===== src/rtl/mips_mem_arbiter.sv =====
// Shares one Avalon-style memory bus between the core's instruction-fetch and data ports.
// The core is stalled via cpu_clock_enable until its fetch and optional data access are done.
// After that it gets a single commit cycle.
module mips_mem_arbiter #(
    parameter int unsigned TIMEOUT_CYCLES = 64
) (
    input  logic        clk,
    input  logic        reset,
    input  logic        cpu_active,
    input  logic [31:0] cpu_instr_address,
    output logic [31:0] cpu_instr_readdata,
    input  logic [31:0] cpu_data_address,
    input  logic        cpu_data_read,
    input  logic        cpu_data_write,
    input  logic [31:0] cpu_data_writedata,
    output logic [31:0] cpu_data_readdata,
    output logic        cpu_clock_enable,
    output logic [31:0] bus_address,
    output logic        bus_read,
    output logic        bus_write,
    output logic [31:0] bus_writedata,
    output logic [3:0]  bus_byteenable,
    input  logic [31:0] bus_readdata,
    input  logic        bus_waitrequest,
    output logic        bus_timeout
);

    localparam int unsigned CntW = $clog2(TIMEOUT_CYCLES + 1);
    localparam logic [CntW-1:0] WaitLimit = CntW'(TIMEOUT_CYCLES - 1);

    typedef enum logic [1:0] {
        StFetch,
        StData,
        StCommit,
        StHalt
    } state_e;

    state_e          state_q, state_d;
    logic [31:0]     instr_q, instr_d;
    logic [31:0]     rdata_q, rdata_d;
    logic [CntW-1:0] wait_q, wait_d;
    logic            timeout_q, timeout_d;
    logic            rd, wr;
    logic [31:0]     addr;

    // Next-state, latch updates, wait counting and raw bus strobes.
    always_comb begin
        state_d   = state_q;
        instr_d   = instr_q;
        rdata_d   = rdata_q;
        wait_d    = '0;
        timeout_d = timeout_q;
        rd        = 1'b0;
        wr        = 1'b0;
        addr      = {cpu_instr_address[31:2], 2'b00};

        unique case (state_q)
            StFetch: begin
                rd = 1'b1;
                if (!bus_waitrequest) begin
                    instr_d = bus_readdata;
                    state_d = StData;
                end
            end
            StData: begin
                addr = {cpu_data_address[31:2], 2'b00};
                // A store takes precedence over a simultaneous load request.
                if (cpu_data_write) begin
                    wr = 1'b1;
                end else if (cpu_data_read) begin
                    rd = 1'b1;
                end
                if (!(cpu_data_read || cpu_data_write)) begin
                    state_d = StCommit;
                end else if (!bus_waitrequest) begin
                    if (!cpu_data_write) begin
                        rdata_d = bus_readdata;
                    end
                    state_d = StCommit;
                end
            end
            StCommit: begin
                state_d = cpu_active ? StFetch : StHalt;
            end
            StHalt: begin
                state_d = StHalt;
            end
        endcase

        // Counter runs only while a stalled strobe stays in one state; anything else clears it.
        if ((rd || wr) && bus_waitrequest) begin
            if (wait_q >= WaitLimit) begin
                timeout_d = 1'b1;
                state_d   = StHalt;
            end else begin
                wait_d = wait_q + CntW'(1);
            end
        end
    end

    // State and latched data registers, cleared asynchronously by reset.
    always_ff @(posedge clk or posedge reset) begin
        if (reset) begin
            state_q   <= StFetch;
            instr_q   <= '0;
            rdata_q   <= '0;
            wait_q    <= '0;
            timeout_q <= 1'b0;
        end else begin
            state_q   <= state_d;
            instr_q   <= instr_d;
            rdata_q   <= rdata_d;
            wait_q    <= wait_d;
            timeout_q <= timeout_d;
        end
    end

    // Outputs: strobes are gated by reset so an in-flight access drops without a clock edge.
    always_comb begin
        bus_read           = rd & ~reset;
        bus_write          = wr & ~reset;
        bus_address        = addr;
        bus_writedata      = cpu_data_writedata;
        bus_byteenable     = 4'hF;
        cpu_clock_enable   = reset | (state_q == StCommit);
        cpu_instr_readdata = instr_q;
        cpu_data_readdata  = rdata_q;
        bus_timeout        = timeout_q;
    end

endmodule


===== config.mk =====
export PLATFORM = sky130hd
export DESIGN_NAME = mips_mem_arbiter
export DESIGN_NICKNAME = d
export VERILOG_FILES = /design/src/rtl/mips_mem_arbiter.sv
export SDC_FILE = /design/constraint.sdc
export NUM_CORES = 1
export LEC_CHECK = 0
export ABC_AREA = 1
export BUFFER_PORTS_ARGS = -buffer_cell sky130_fd_sc_hd__clkbuf_2
export CAP_MARGIN = 20
export CORE_AREA = 2 2 106 108
export CTS_CLUSTER_DIAMETER = 200
export CTS_CLUSTER_SIZE = 14
export DETAILED_ROUTE_END_ITERATION = 8
export DIE_AREA = 0 0 108 110
export PLACE_DENSITY_LB_ADDON = 0.05
export SYNTH_ARGS = -nofsm -noshare
export SYNTH_HDL_FRONTEND = slang
export SYNTH_SLANG_ARGS = --single-unit
export TNS_END_PERCENT = 30

===== constraint.sdc =====
create_clock -name clk -period 9.2 [get_ports clk]
set_clock_uncertainty 0.2 [all_clocks]
set_input_delay 1.84 -clock clk [delete_from_list [all_inputs] [get_ports clk]]
set_output_delay 1.84 -clock clk [all_outputs]
set_load 0.01 [all_outputs]

==> results.toml <==
[run_status]
outcome = "completed"

[timing]
highest_clock_rate_ghz = 0.1923
hold_viol_final = 0
rsz_0062_raised_after_global_routing = "false"
tightest_slew_ps = 976.6
final_clock_period_utilization_by_the_worst_path = 0.5654
final.hold.worst_slack_ps = 265.1
setup_tns_ps = 0
finalSetupViolCount = 0
fin_crit_ps = 5201
max-slew-margin-rel = 0.3489
maxSlewViolCount = 0

[power]
cellLeakagePower_nw = 2.717
p_comb_frac = 0.098
powerDensity_nw_per_um2 = 152.3
worst_ir_drop_vdd_v = 0.00006373
power_share_of_the_clock_group = 0.421
p_sw_frac = 0.2320
share_seq_of_total_power = 0.481
internal_power_uw = 537.6
switchingPower_uw = 162.4

[yosys]
postSynthRegisterBits = 74
synth_top_area_frac = 0.5222
synth.cell_area_um2 = 3546
number_of_flops_mapped_to_enable_cells_by_yosys = 0
synth.largest_area_cell = "sky130_fd_sc_hd__dfrtp_1"
synth.distinct_cells = 23
synthCells = 445
dominantRegCellSynth = "sky130_fd_sc_hd__dfrtp_1"
post_synth.cell_area_avg_um2 = 7.968
synth-seq-area-share = 0.5222
synthesis.yosys.warnings = 0
synth-async-reset-ratio = 1.000
synthTopCellsByArea = "sky130_fd_sc_hd__dfrtp_1, sky130_fd_sc_hd__nand2_1, sky130_fd_sc_hd__buf_4"

[clock_network]
post_cts_resize_count = 0
cts-buffers-inserted = 9
clock_latency_ps = 350
cts_max_path_buffers = 2
cts_hold_repair.buffers = 0
clock-root-buffer = "sky130_fd_sc_hd__clkbuf_8"
ctsHtreeMaxLevel = 3
cts_setup_buffers = 0
cts_num_sinks = 74
worst_setup_hold_path_clk_slew_ps = 80
cts_tree = "yes"

[floorplan]
core_area_um2 = 10700
die_area_um2 = 11880
fp.dieH_um = 110
dieWidth_um = 108
rows = 38
ios = 270
floorplan.initialDensity = 0.3315

[setup_path]
end_kind = "output port"
worst-setup-path-type = "input port to output port"
worstPathArrival_ps = 3160
critical_path_peak_fanout = 75
critical_path_required_ps = 7160
worst_setup_path_start_kind = "input port"

[grt]
remaining_global_route_overflow = 0
grt_antenna_before_repair = 0
grt_first_pass_wirelength_um = 15080
maximum_number_of_pins_on_one_net_before_global_route_repair = 76
grt_pass1_vias = 2873
gr-usage-all-layers = 0.1697

[routing]
final_antenna_net_count = 0
drc_errors = 0
vias = 3215
wire_per_inst_um = 13.88
drt_iter0_markers = 162
detailedRoute.firstPassIterationCount = 4
postRouteWirelength_um = 10350
drt-vias-per-instance = 4.310

[min_path]
min_path_type = "flop to flop"

[flow_run]
cap_viol_max_count = 0

[finish]
layout.cells.most_common_list = "sky130_fd_sc_hd__clkbuf_2, sky130_fd_sc_hd__nand2_1, sky130_fd_sc_hd__dfrtp_1"
insertedDiodeCount = 0
area.sequential_um2 = 1852
final_layout_size_suffix_gt1_frac = 0.3614
multiInputGateArea_um2 = 1176
postLayoutCellArea_um2 = 4597
final.fill_count = 1137
net_count_of_the_finished_layout = 736
synthToLayoutAreaGrowth_pct = 29.64
most_common_cell_after_layout_fill_and_taps_aside = "sky130_fd_sc_hd__clkbuf_2"

[placement]
finalWeightedCongestion = 0.7663
placed_cell_area_um2 = 4359
numPortBuffers = 195
dpl.hpwl_um = 7884
-- per-stage QoR --
stage | utilization | std cells | total power, mW | worst slack [ps]
after floorplan | - | 450 | 0.3875 | 3259
after global routing | 0.4297 | 746 | 0.7362 | 3760
after CTS | 0.4297 | 746 | 0.7133 | 3890
final | 0.4297 | 746 | 0.6999 | 3999
after detailed placement | 0.4075 | 730 | 0.4131 | 3880
after global placement | 0.4075 | 730 | 0.4123 | 3912
-- power groups by stage --
stage                     clock network (mW)  logic, mW  registers [mW]
after global placement                     0     0.0698           0.342
after global routing                   0.320     0.0785           0.337
after floorplan                            0     0.0415           0.346
final                                  0.295     0.0688           0.336
after detailed placement                   0     0.0703           0.343
after CTS                              0.306     0.0705           0.336
-- flip-flops by register name, indices dropped and copies added, names as in the netlist --
register / cells
state_q: 2
wait_q: 7
bus_timeout: 1
cpu_instr_readdata: 32
cpu_data_readdata: 32
-- synthesized netlist by cell type, types with 2 or more instances --
| library cell | number |
|---|---|
| sky130_fd_sc_hd__clkbuf_1 | 9 |
| sky130_fd_sc_hd__a21oi_1 | 2 |
| sky130_fd_sc_hd__o21ai_0 | 34 |
| sky130_fd_sc_hd__nor3_1 | 2 |
| sky130_fd_sc_hd__inv_2 | 2 |
| sky130_fd_sc_hd__inv_1 | 44 |
| sky130_fd_sc_hd__o21ai_1 | 32 |
| sky130_fd_sc_hd__nand3_1 | 2 |
| sky130_fd_sc_hd__buf_2 | 9 |
| sky130_fd_sc_hd__conb_1 | 2 |
| sky130_fd_sc_hd__buf_4 | 38 |
| sky130_fd_sc_hd__nand2_1 | 173 |
| sky130_fd_sc_hd__dfrtp_1 | 74 |
| sky130_fd_sc_hd__nor2_1 | 13 |
-- final cells by class --
| class | count | area share |
|---|---|---|
| timing repair buffer | 196 | 0.2139 |
| inverter | 46 | 0.03756 |
| clock inverter | 4 | 0.01579 |
| clock buffer | 12 | 0.03593 |
| sequential | 74 | 0.4028 |
| multi-input combinational | 274 | 0.2559 |
| tap | 140 | 0.03811 |
-- critical path, cell delays in order --
cell and delay [ps]:
sky130_fd_sc_hd__clkbuf_2 110, sky130_fd_sc_hd__inv_2 40, sky130_fd_sc_hd__buf_4 710, sky130_fd_sc_hd__o21ai_0 250, sky130_fd_sc_hd__clkbuf_2 190
-- path summary, 6_finish.rpt --
check                                start               endpoint  slack (ps)  cells after the start
worst max-delay path                 reset       cpu_clock_enable        4000                      5
worst min-delay path             wait_q[0]              wait_q[0]         270                      1
worst max register to register  state_q[0]   cpu_data_readdata[6]        6500                      4
worst min register to register   wait_q[0]              wait_q[0]         270                      1
max in group asynchronous            reset  cpu_instr_readdata[8]        6560                      3
min in group asynchronous            reset              wait_q[6]        1590                      3
-- metal layers --
metal	up-vias	global-route usage	share of wire
met2	155	0.2790	0.47
met3	15	0.07937	0.11
met5	-	0	0
met1	1418	0.1921	0.40
li1	1627	-	-
met4	0	0.06777	0.015
-- cells by family (layout without fill, tap and decap cells) --
| group | after synthesis | count (layout) | synth area share |
|---|---|---|---|
| AO/OA/AOI/OAI | 70 | 70 | 0.1006 |
| adder cells (fa/ha/maj) | 1 | 1 | 0.003528 |
| AND/OR/NAND/NOR | 194 | 194 | 0.2152 |
| flip-flops | 74 | 74 | 0.5222 |
| buffers and inverters | 102 | 258 | 0.1514 |
| XOR/XNOR | 2 | 2 | 0.004941 |
| other | 2 | 7 | 0.002118 |
Note: power is estimated with default switching activity, not from simulation.
